===== src/rtl/uart_pkg.sv =====
// Shared constants and issue-FSM encoding for the buffered UART transmit path.
// Used by uart_tx_fifo.
package uart_pkg;

    localparam logic [7:0] ASCII_CR = 8'h0D;
    localparam logic [7:0] ASCII_LF = 8'h0A;

    typedef enum logic {
        ISSUE_IDLE = 1'b0,
        ISSUE_WAIT = 1'b1
    } issue_state_e;

endpackage


===== src/rtl/byte_fifo.sv =====
// Byte FIFO, 2**DEPTH_LOG2 entries, pointers carry one extra wrap bit.
// Ports: clk100, rst (sync, high), wr_data/wr_en, rd_en/rd_data (show-ahead),
//        full, empty, level (all derived from registered pointers only).
module byte_fifo #(
    parameter int DEPTH_LOG2 = 4
) (
    input  logic                  clk100,
    input  logic                  rst,
    input  logic [7:0]            wr_data,
    input  logic                  wr_en,
    input  logic                  rd_en,
    output logic [7:0]            rd_data,
    output logic                  full,
    output logic                  empty,
    output logic [DEPTH_LOG2:0]   level
);

    localparam int DEPTH = 1 << DEPTH_LOG2;

    logic [7:0]          mem_q [DEPTH];
    logic [DEPTH_LOG2:0] wptr_q, wptr_d;
    logic [DEPTH_LOG2:0] rptr_q, rptr_d;
    logic                wr_ok;
    logic                rd_ok;

    // Occupancy can never exceed DEPTH, so its MSB alone flags full.
    assign level = wptr_q - rptr_q;
    assign empty = (wptr_q == rptr_q);
    assign full  = level[DEPTH_LOG2];

    // Writes are qualified by the pre-edge full, so a write on a full
    // FIFO is dropped even if a pop happens in the same cycle.
    assign wr_ok = wr_en & ~full;
    assign rd_ok = rd_en & ~empty;

    assign wptr_d = wptr_q + {{DEPTH_LOG2{1'b0}}, wr_ok};
    assign rptr_d = rptr_q + {{DEPTH_LOG2{1'b0}}, rd_ok};

    assign rd_data = mem_q[rptr_q[DEPTH_LOG2-1:0]];

    always_ff @(posedge clk100) begin
        if (rst) begin
            wptr_q <= '0;
            rptr_q <= '0;
        end else begin
            wptr_q <= wptr_d;
            rptr_q <= rptr_d;
        end
    end

    always_ff @(posedge clk100) begin
        if (wr_ok) begin
            mem_q[wptr_q[DEPTH_LOG2-1:0]] <= wr_data;
        end
    end

endmodule


===== src/rtl/uart_tx_fifo.sv =====
// Buffered front end for uart_tx: queues bytes and issues one frame at a time.
// Ports: clk100, rst (sync, high); wr_data/wr_en in; full, empty, level,
//        overflow (sticky) out; tx_data/tx_start to uart_tx; tx_busy and
//        tx_complete from uart_tx.
// Optional macro UART_TX_FIFO_CRLF_EN: a queued LF is sent as CR then LF.
module uart_tx_fifo
    import uart_pkg::*;
#(
    parameter int DEPTH_LOG2 = 4
) (
    input  logic                  clk100,
    input  logic                  rst,
    input  logic [7:0]            wr_data,
    input  logic                  wr_en,
    output logic                  full,
    output logic                  empty,
    output logic [DEPTH_LOG2:0]   level,
    output logic                  overflow,
    output logic [7:0]            tx_data,
    output logic                  tx_start,
    input  logic                  tx_busy,
    input  logic                  tx_complete
);

    issue_state_e state_q, state_d;
    logic         tx_start_q, tx_start_d;
    logic [7:0]   tx_data_q, tx_data_d;
    logic         ovf_q, ovf_d;
    logic         rd_en;
    logic [7:0]   head;
`ifdef UART_TX_FIFO_CRLF_EN
    logic         crlf_pending_q, crlf_pending_d;
`endif

    byte_fifo #(
        .DEPTH_LOG2(DEPTH_LOG2)
    ) u_fifo (
        .clk100  (clk100),
        .rst     (rst),
        .wr_data (wr_data),
        .wr_en   (wr_en),
        .rd_en   (rd_en),
        .rd_data (head),
        .full    (full),
        .empty   (empty),
        .level   (level)
    );

    assign ovf_d    = ovf_q | (wr_en & full);
    assign overflow = ovf_q;
    assign tx_start = tx_start_q;
    assign tx_data  = tx_data_q;

    // Issuing needs tx_busy low, which also covers a uart_tx that is
    // still finishing a frame started before our reset.
    always_comb begin
        state_d    = state_q;
        tx_start_d = 1'b0;
        tx_data_d  = tx_data_q;
        rd_en      = 1'b0;
`ifdef UART_TX_FIFO_CRLF_EN
        crlf_pending_d = crlf_pending_q;
`endif
        unique case (state_q)
            ISSUE_IDLE: begin
                if (!empty && !tx_busy) begin
                    tx_start_d = 1'b1;
                    state_d    = ISSUE_WAIT;
`ifdef UART_TX_FIFO_CRLF_EN
                    // LF stays queued while its CR goes out.
                    if (head == ASCII_LF && !crlf_pending_q) begin
                        tx_data_d      = ASCII_CR;
                        crlf_pending_d = 1'b1;
                    end else begin
                        tx_data_d      = head;
                        rd_en          = 1'b1;
                        crlf_pending_d = 1'b0;
                    end
`else
                    tx_data_d = head;
                    rd_en     = 1'b1;
`endif
                end
            end
            ISSUE_WAIT: begin
                if (tx_complete) begin
                    state_d = ISSUE_IDLE;
                end
            end
            default: state_d = ISSUE_IDLE;
        endcase
    end

    always_ff @(posedge clk100) begin
        if (rst) begin
            state_q    <= ISSUE_IDLE;
            tx_start_q <= 1'b0;
            tx_data_q  <= 8'h00;
            ovf_q      <= 1'b0;
`ifdef UART_TX_FIFO_CRLF_EN
            crlf_pending_q <= 1'b0;
`endif
        end else begin
            state_q    <= state_d;
            tx_start_q <= tx_start_d;
            tx_data_q  <= tx_data_d;
            ovf_q      <= ovf_d;
`ifdef UART_TX_FIFO_CRLF_EN
            crlf_pending_q <= crlf_pending_d;
`endif
        end
    end

endmodule


===== config.mk =====
export PLATFORM = sky130hd
export DESIGN_NAME = uart_tx_fifo
export DESIGN_NICKNAME = d
export VERILOG_FILES = /design/src/rtl/uart_pkg.sv /design/src/rtl/byte_fifo.sv /design/src/rtl/uart_tx_fifo.sv
export SDC_FILE = /design/constraint.sdc
export NUM_CORES = 1
export LEC_CHECK = 0
export ABC_AREA = 1
export ABC_CLOCK_PERIOD_IN_PS = 3200
export CAP_MARGIN = 15
export CORE_MARGIN = 3
export CORE_UTILIZATION = 60
export DETAILED_ROUTE_END_ITERATION = 10
export GPL_ROUTABILITY_DRIVEN = 1
export PLACE_DENSITY_LB_ADDON = 0.1
export SYNTH_ARGS = -nofsm -noshare
export SYNTH_HDL_FRONTEND = slang
export SYNTH_SLANG_ARGS = --single-unit

===== constraint.sdc =====
create_clock -name clk100 -period 3.2 [get_ports clk100]
set_clock_uncertainty 0.1 [all_clocks]
set_input_delay 0.64 -clock clk100 [delete_from_list [all_inputs] [get_ports clk100]]
set_output_delay 0.64 -clock clk100 [all_outputs]
set_load 0.02 [all_outputs]

==> impl_metrics.toml, run 1 <==
[status]
status = "finished, final reports clean"

[timing]
slew-limit-headroom = 0.465
tns_ps = 0
fin_crit_ps = 3070
timing_hold_violations_final = 0
worst_pin_slew_ps = 800
report.final.slew_viol_count = 0
fmax_mhz = 326
setup_viol = 0
rsz0062_at_grt = "false"
whs_ps = 376
period_share = 0.958

[logic_synthesis]
synthFlopType = "edfxtp_1"
synth-edff-count = 128
synthTopCellsByArea = "edfxtp_1, nand2_1, nand3_1"
async_flop_share = 0
synth_cell_type_count = 29
synth_top_area_frac = 0.582
ys_warn_count = 0
syn_avg_cell_area_sq_um = 9.94
yosysTopAreaCell = "edfxtp_1"
syn_nets = 686
synth_area_sq_um = 6600
synthCells = 664
ys_ff_latch = 149
synth_seq_area_share = 0.646

[global_routing]
antenna_found_initial = 0
track_usage = 0.250
grt_pass1_vias = 4533
grt_pass1_wl_microns = 23300
overflow = 0
grt_max_degree = 67

[power_and_ir_drop]
swShare = 0.300
pwr-share-comb = 0.252
p_switching_w = 0.00171
powerDensity_nw_per_um2 = 743
p_seq_frac = 0.403
clkPwrFrac = 0.345
cellLeakagePower_nw = 3.29
peakVddDrop_v = 0.000478
total_power_w = 0.00569
p_int_w = 0.00399

[die]
die_h_microns = 111
rows = 37
start_util = 0.628
core_area_sq_um = 10500
die_x_microns = 111
io_pins = 30
die_area_sq_um = 12300

[hold_path]
holdPathEnd = "state_q$_SDFF_PP0_"
whs_path_depth = 2
hold_class = "flip-flop to flip-flop"
min_from = "state_q$_SDFF_PP0_"

[critical_path]
rr_endpoint = "u_fifo.mem_q[6][7]$_DFFE_PP_"
critPathRequiredTime_ps = 2460
crit_arrival_ps = 2330
critPathLaunchType = "flip-flop"
reg2reg_slack_ps = 440
r2r_start = "u_fifo.wptr_q[0]$_SDFF_PP0_"
worstRegToRegCells = 10
crit_fanout = 4
critPathKind = "flip-flop to primary output"
end_kind = "primary output"

[clock_network]
cts.clk_slew.worst_paths_ps = 60
cts_root_buf = "clkbuf_8"
clk-insertion-delay-late_ps = 530
tritoncts = "yes"
cts_max_level = 4
holdBufCountCts = 0
cts.sinks = 149
clock_path_buffers = 2
cts_buffers = 17

[layout]
mostFrequentLayoutCells = "nand2_1, edfxtp_1, inv_1, nand3_1, nor2_1"
area_growth_pct = 16.1
layout-drive-gt1-share = 0.0999
nets = 731
num_antenna_cells = 0
final_design_area_no_fill_sq_um = 7660
layout_commonest_cell = "nand2_1"

[route]
dr.pass1.iters = 5
final_antenna_net_count = 0
wl_per_cell_microns = 17.0
initialDrtViolationCount = 338
drt-total-wl_microns = 14600
dr_total_vias = 4531
drc = 0
vias_per_cell = 5.29

[flow_run]
drv_cap = 0

[placement]
routabilityCongestion = 0.891
dp_hpwl_microns = 9290
portBuffers = 29
post_dp_cell_area_sq_um = 7080
-- area by class of cell --
class	instances	area [sq um]
Fill cell	737	2850
Sequential cell	149	4270
Inverter	119	447
Multi-Input combinational cell	369	1720
Clock buffer	19	422
Tap cell	136	170
Clock inverter	12	161
Timing Repair Buffer	53	474
-- metrics by stage --
step / setup slack (ps) / util / cells
after floorplan: 595 / - / 664
after CTS: 27.3 / 0.730 / 857
final: 134 / 0.729 / 857
after global routing: 32.4 / 0.729 / 857
after global placement: 293 / 0.674 / 826
after detailed placement: 229 / 0.674 / 826
-- power by group through the flow --
stage	logic [W]	clock network [W]	registers (W)
finish	0.00143	0.00197	0.00230
floorplan	0.000896	0	0.00239
global placement	0.00141	0	0.00233
global route	0.00157	0.00208	0.00231
detailed placement	0.00144	0	0.00234
CTS	0.00144	0.00199	0.00230
-- how the worst max path moves through the flow --
stage | start | to | slack (ps) | cells past startpoint
floorplan | u_fifo.wptr_q[0]$_SDFF_PP0_ | u_fifo.mem_q[2][0]$_DFFE_PP_ | 600 | 9
global placement | u_fifo.wptr_q[0]$_SDFF_PP0_ | full | 290 | 8
detailed placement | u_fifo.wptr_q[0]$_SDFF_PP0_ | full | 230 | 8
CTS | u_fifo.wptr_q[2]$_SDFF_PP0_ | level[3] | 30 | 5
global route | u_fifo.rptr_q[3]$_SDFF_PP0_ | empty | 30 | 7
finish | u_fifo.wptr_q[0]$_SDFF_PP0_ | level[1] | 130 | 5
-- cell usage after synthesis, drive strengths merged, types with 2 or more instances --
cell / instances
clkbuf: 2
inv: 118
nand2: 177
o21ai: 13
buf: 25
nor2: 59
dfxtp: 21
a21oi: 9
xnor2: 3
nand3: 96
ha: 8
edfxtp: 128
-- worst max-delay path, stage by stage (launching register included) --
cell and delay (ps):
dfxtp_2 370, inv_1 100, ha_1 220, fa_1 440, inv_1 70, clkdlybuf4s50_1 590
-- cells by family after synthesis --
| logic type | after synthesis | synth area share |
|---|---|---|
| fa+ha+maj | 9 | 0.0182 |
| buf+inv | 146 | 0.0935 |
| simple gates | 334 | 0.217 |
| xor+xnor | 4 | 0.00531 |
| compound gates | 22 | 0.0201 |
| flops | 149 | 0.646 |
-- flip-flops by register name, indices dropped and copies added, names as in the netlist --
name	cells
u_fifo.mem_q	128
tx_data	8
u_fifo.rptr_q	5
u_fifo.wptr_q	5
overflow	1
state_q	1
tx_start	1
-- metal layers --
| layer | global-route usage | vias to the layer above | part of all wire | wire length (microns) |
|---|---|---|---|---|
| li1 | - | 2216 | - | - |
| met1 | 0.324 | 2097 | 0.42 | 6090 |
| met2 | 0.406 | 178 | 0.48 | 7050 |
| met3 | 0.0519 | 40 | 0.065 | 939 |
| met4 | 0.117 | 0 | 0.033 | 483 |
| met5 | 0 | - | 0 | 0 |
-- timing repair --
item	in CTS	in global routing
resized for setup	8	4
buffers inserted	0	0
setup endpoints to repair	3	4
endpoints found under the hold margin	0	0
(Power assumes the default switching activity.)
==> run 2: changes to the inputs <==
--- a/config.mk
+++ b/config.mk
@@ -5,14 +5,15 @@
 export SDC_FILE = /design/constraint.sdc
 export NUM_CORES = 1
 export LEC_CHECK = 0
-export ABC_AREA = 1
 export ABC_CLOCK_PERIOD_IN_PS = 3200
 export CAP_MARGIN = 15
 export CORE_MARGIN = 3
-export CORE_UTILIZATION = 60
+export CORE_UTILIZATION = 59
 export DETAILED_ROUTE_END_ITERATION = 10
 export GPL_ROUTABILITY_DRIVEN = 1
+export GPL_TIMING_DRIVEN = 0
 export PLACE_DENSITY_LB_ADDON = 0.1
+export SKIP_LAST_GASP = 1
 export SYNTH_ARGS = -nofsm -noshare
 export SYNTH_HDL_FRONTEND = slang
 export SYNTH_SLANG_ARGS = --single-unit
==> run 2 against run 1 <==
  * Fmax fell by 2.4%
  * Largest power group unchanged
  * Via count fell by 22%
  * Sequential share of layout area up 2.2 points
  * Core utilization up 2.3 points
  * Critical path depth rose by 5
  * First-iteration DRC count is 6.8% lower
  * Flip-flop and latch count unchanged
  * Final cell count shrank 33%
  * Global-route usage rose by 0.76 points
  * Combinational power shrank 16%
  * Largest cell class unchanged
  * Worst hold slack better by 16 ps
  * Clock power about the same
==> impl_metrics.toml, run 2 <==
[timing]
period_share = 0.982
slew-limit-headroom = 0.390
report.final.slew_viol_count = 0
fin_crit_ps = 3140
rsz0062_at_grt = "false"
setup_viol = 0
timing_hold_violations_final = 0
worst_pin_slew_ps = 913
fmax_mhz = 318

[critical_path]
rr_endpoint = "u_fifo.mem_q[0][2]$_DFFE_PP_"
reg2reg_slack_ps = 230
critPathRequiredTime_ps = 2460
critPathKind = "flip-flop to primary output"
crit_arrival_ps = 2400
critPathLaunchType = "flip-flop"
crit_fanout = 3
worstRegToRegCells = 9
r2r_start = "u_fifo.wptr_q[0]$_SDFF_PP0_"
end_kind = "primary output"

[layout]
final_core_util = 0.752
area_growth_pct = 22.9
largest_reg_flops = 128
mostFrequentLayoutCells = "edfxtp_1, mux2i_1, clkdlybuf4s50_1, buf_4"
layout_commonest_cell = "edfxtp_1"
num_antenna_cells = 0
final_design_area_no_fill_sq_um = 7380
nets = 449
layout-drive-gt1-share = 0.266
fill_cells = 617

[global_routing]
antenna_found_initial = 0
overflow = 0
top_usage_layer = "met2"
grt_max_degree = 17
use_met1 = 0.363
grt_pass1_vias = 3634
grt_pass1_wl_microns = 21100
use_met3 = 0.0506
grt_util_met2 = 0.404
track_usage = 0.258

[route]
dr.pass1.iters = 5
dr_total_vias = 3556
drc = 0
vias_per_cell = 6.21
wl_per_cell_microns = 23.9
initialDrtViolationCount = 315
final_antenna_net_count = 0
drt-total-wl_microns = 13700

[clock_network]
cts_max_level = 4
cts_root_buf = "clkbuf_8"
cts_buffers = 17
cts.sinks = 149
clk-insertion-delay-late_ps = 520
tritoncts = "yes"
clock_path_buffers = 2
cts.clk_slew.worst_paths_ps = 60

[logic_synthesis]
synth_top_family_by_area = "multiplexers"
synth_common_cells = "edfxtp_1, mux2i_1, dfxtp_1"
synth_cell_type_count = 38
ys_ff_latch = 149
synthCells = 352
synth_compound_area_frac = 0.0837
async_flop_share = 0
synth-simple-area-share = 0.0304
synthFlopType = "edfxtp_1"
synthTopCellsByArea = "edfxtp_1, dfxtp_1, mux4_2"
yosysTopAreaCell = "edfxtp_1"
syn_avg_cell_area_sq_um = 17.1
synth_seq_area_share = 0.710
synth_xor_area_frac = 0.0144
yosysMostFrequentCell = "edfxtp_1"
synth_area_sq_um = 6010
synth-edff-count = 128
synth_top_area_frac = 0.640
synth_mux_area_frac = 0.114
syn_nets = 374
synth_fa_ha_area_frac = 0.0200
ys_warn_count = 0

[status]
status = "finished, final reports clean"

[power_and_ir_drop]
total_power_w = 0.00550
peakVddDrop_v = 0.000540
powerDensity_nw_per_um2 = 745
cellLeakagePower_nw = 2.45

[die]
rows = 36
die_h_microns = 107
core_area_sq_um = 9820
io_pins = 30
die_x_microns = 107
die_area_sq_um = 11400
start_util = 0.612

[hold_path]
whs_path_depth = 2
holdPathEnd = "state_q$_SDFF_PP0_"
hold_class = "flip-flop to flip-flop"
min_from = "state_q$_SDFF_PP0_"

[placement]
dp_hpwl_microns = 8450
post_dp_cell_area_sq_um = 6550
portBuffers = 29
routabilityCongestion = 0.784

[flow_run]
drv_cap = 0
[run 2: cell count changes after synthesis, moves of 12 or more]
cell / before / now
nand2_1: 174 / 1
inv_1: 114 / 11
nand3_1: 92 / 8
nor2_1: 57 / 10
mux2i_1: 0 / 32
a31oi_1: 0 / 16
mux4_2: 0 / 15
a211oi_1: 0 / 12
[run 2: final cells by class]
type	count	area, sq um	area share
clock buffer	18	418	0.0566
timing repair buffer	58	473	0.0640
multi-input combinational	172	1660	0.225
buffer	18	170	0.0230
inverter	11	45.0	0.00610
sequential	149	4280	0.579
clock inverter	14	174	0.0236
tap	133	166	0.0225
[run 2: critical path: stages (launching register included)]
cell and delay [ps]:
dfxtp_2 340, inv_2 60, ha_4 160, fa_2 360
nor2b_4 150, o21ai_4 70, a21o_1 220, buf_6 130
and2_4 130, buf_4 120, buf_6 120
[run 2: worst max path at each step]
stage	start	slack (ps)	end	cells after the start
after global routing	u_fifo.wptr_q[0]$_SDFF_PP0_	7	level[4]	10
after floorplan	u_fifo.rptr_q[2]$_SDFF_PP0_	20	level[4]	11
after global placement	u_fifo.rptr_q[3]$_SDFF_PP0_	-920	level[4]	11
after CTS	u_fifo.rptr_q[2]$_SDFF_PP0_	-9	level[4]	12
final	u_fifo.wptr_q[0]$_SDFF_PP0_	60	level[4]	10
after detailed placement	u_fifo.rptr_q[3]$_SDFF_PP0_	-1000	level[4]	11
[run 2: routing by layer]
metal / up-vias / share of wire
met5: - / 0
met4: 0 / 0.018
met3: 21 / 0.069
met2: 158 / 0.50
met1: 1811 / 0.41
li1: 1566 / -
[run 2: through the flow]
step,TNS (ps),setup WS (ps),std cells,hold WS (ps)
floorplan,0,20.4,352,349
global placement,-97600,-917,514,363
detailed placement,-54190,-998,528,396
CTS,-9.31,-9.31,571,405
global route,0,6.81,573,441
finish,0,57.4,573,393
[run 2: where the power goes]
group	switching, W	total (W)	internal (W)
sequential	0.0000702	0.00232	0.00225
clock	0.000790	0.00199	0.00120
combinational	0.000646	0.00120	0.000554
total	0.00151	0.00550	0.00400
[run 2: cell families after synthesis]
| group | count (synthesis) |
|---|---|
| muxes | 48 |
| and+or+nand+nor | 34 |
| DFF | 149 |
| xor gates and xnor gates | 9 |
| buffers and inverters | 31 |
| adders and majority gates | 9 |
| AOI/OAI and AO/OA | 72 |
[run 2: timing repair]
item	4_1_cts	5_1_grt
hold buffers	0	0
gates resized for setup	51	10
setup buffers	11	3
endpoints found under the setup margin	141	13
cloned	0	0
pin swaps	4	4
==> run 3: changes to the inputs <==
--- a/config.mk
+++ b/config.mk
@@ -13,7 +13,6 @@
 export GPL_ROUTABILITY_DRIVEN = 1
 export GPL_TIMING_DRIVEN = 0
 export PLACE_DENSITY_LB_ADDON = 0.1
-export SKIP_LAST_GASP = 1
 export SYNTH_ARGS = -nofsm -noshare
 export SYNTH_HDL_FRONTEND = slang
 export SYNTH_SLANG_ARGS = --single-unit
==> run 3 against run 2 <==
  * Register-to-register slack got worse by 20 ps
  * Critical path depth unchanged
  * Sequential power about the same
  * Flip-flop and latch count unchanged
  * Total power about the same
  * Final cell count did not move
  * Combinational power barely moved
  * Highest routed layer unchanged
  * First-iteration DRC count increased by 6.3%
  * Die area is the same
  * Non-clock buffer count stayed put
==> impl_metrics.toml, run 3 (same netlist as run 2, synthesis figures left out) <==
[layout]
multi_input_area_sq_um = 1660
seq_area_sq_um = 4280
largest_reg_flops = 128
layout_commonest_cell = "edfxtp_1"
num_antenna_cells = 0
mostFrequentLayoutCells = "edfxtp_1, mux2i_1, clkdlybuf4s50_1, buf_4"
final_design_area_no_fill_sq_um = 7380
layout-drive-gt1-share = 0.266
area_growth_pct = 22.9
fill_cells = 616
final_core_util = 0.752
nets = 449

[critical_path]
critPathKind = "flip-flop to primary output"
critPathLaunchType = "flip-flop"
setup.worst_path.end = "level[4]"
crit_arrival_ps = 2410
cp_top_family = "adder cells"
rr_endpoint = "u_fifo.mem_q[0][2]$_DFFE_PP_"
crit_fanout = 3
cp.buffers_inverters = 4
cp_cell_sequence = "inv_2, ha_4, fa_2, nor2b_4, o21ai_4, a21o_1, buf_6, and2_4, buf_4, buf_6"
crit_cells = 10
crit_slowest_cell = "fa_2"
crit_start = "u_fifo.wptr_q[0]$_SDFF_PP0_"
crit_path_frequent_cell = "buf_6"
end_kind = "primary output"
r2r_start = "u_fifo.wptr_q[0]$_SDFF_PP0_"
reg2reg_slack_ps = 210
worstRegToRegCells = 9
critPathRequiredTime_ps = 2460
critPathMaxStageDelay_ps = 360

[clock_network]
cts_buffers = 17
cts_max_level = 4
clk-insertion-delay-late_ps = 530
cts_root_buf = "clkbuf_8"
cts.sinks = 149
tritoncts = "yes"
cts.clk_slew.worst_paths_ps = 60
clock_path_buffers = 2

[global_routing]
grt_pass1_vias = 3636
grt_max_degree = 17
track_usage = 0.258
grt_pass1_wl_microns = 21000
overflow = 0
antenna_found_initial = 0

[placement]
portBuffers = 29
routabilityCongestion = 0.784
dp_hpwl_microns = 8450
post_dp_cell_area_sq_um = 6550

[timing]
fin_crit_ps = 3150
fmax_mhz = 318
tns_ps = 0
setup_viol = 0
slew-limit-headroom = 0.403
worst_pin_slew_ps = 893
report.final.slew_viol_count = 0
rsz0062_at_grt = "false"
period_share = 0.984
timing_hold_violations_final = 0

[power_and_ir_drop]
p_int_w = 0.00400
swShare = 0.274
total_power_w = 0.00551
p_switching_w = 0.00151
pwr-share-comb = 0.218
p_seq_frac = 0.421
peakVddDrop_v = 0.000541
cellLeakagePower_nw = 2.45
clkPwrFrac = 0.361
powerDensity_nw_per_um2 = 746

[flow_run]
drv_cap = 0

[die]
die_area_sq_um = 11400
io_pins = 30
start_util = 0.612
die_h_microns = 107
core_area_sq_um = 9820
die_x_microns = 107
rows = 36

[route]
vias_per_cell = 6.20
drt-total-wl_microns = 13600
dr_total_vias = 3552
drc = 0
final_antenna_net_count = 0
wl_per_cell_microns = 23.8
initialDrtViolationCount = 335
dr.pass1.iters = 5

[hold_path]
hold_class = "flip-flop to flip-flop"

[status]
status = "finished, final reports clean"
[run 3: worst min-delay path by stage]
stage / end / startpoint / slack (ps) / depth (start not counted)
floorplan: state_q$_SDFF_PP0_ / state_q$_SDFF_PP0_ / 350 / 2
global placement: state_q$_SDFF_PP0_ / state_q$_SDFF_PP0_ / 360 / 2
finish: state_q$_SDFF_PP0_ / state_q$_SDFF_PP0_ / 390 / 2
detailed placement: state_q$_SDFF_PP0_ / state_q$_SDFF_PP0_ / 400 / 2
CTS: state_q$_SDFF_PP0_ / state_q$_SDFF_PP0_ / 400 / 2
global route: state_q$_SDFF_PP0_ / state_q$_SDFF_PP0_ / 440 / 2
[run 3: final cells by class]
cell class	count	share of cell area
repair buffers	58	0.0640
multi-input cells	172	0.225
clock inverters	14	0.0236
well taps	133	0.0225
flip-flops and latches	149	0.579
clock buffers	18	0.0566
inverters	11	0.00610
plain buffers	18	0.0230
[run 3: stage by stage]
step,setup WS (ps),cells,hold WS (ps)
floorplan,20.4,352,349
global placement,-917,514,363
detailed placement,-998,528,396
CTS,-7.77,571,405
global route,5.32,573,441
finish,51.9,573,392
[run 3: timing repair]
action | 4_1_cts | 5_1_grt
buffers inserted | 11 | 3
gates resized for setup | 52 | 9
endpoints found under the hold margin | 0 | 0
pin swaps | 4 | 4
hold buffers | 0 | 0
cloned | 0 | 0
setup endpoints to repair | 141 | 13
[run 3: power by group through the flow]
stage	registers (W)	clock network, W	logic (W)
floorplan	0.00240	0	0.000612
global placement	0.00235	0	0.00106
detailed placement	0.00235	0	0.00109
CTS	0.00231	0.00199	0.00117
global route	0.00233	0.00209	0.00129
finish	0.00232	0.00199	0.00120
[run 3: routing by layer]
metal  share of wire  routed length [microns]  vias up  global-route usage
li1                -                        -     1560                   -
met1            0.41                     5570     1776               0.364
met2            0.49                     6740      185               0.402
met3           0.073                      992       31              0.0506
met4           0.025                      335        0              0.0995
met5               0                        0        -                   0
[run 3: tightest hold or removal path, stage by stage, from the launching register on]
cell,delay (ps)
dfxtp_1,310
nand2b_1,70
a21oi_1,60
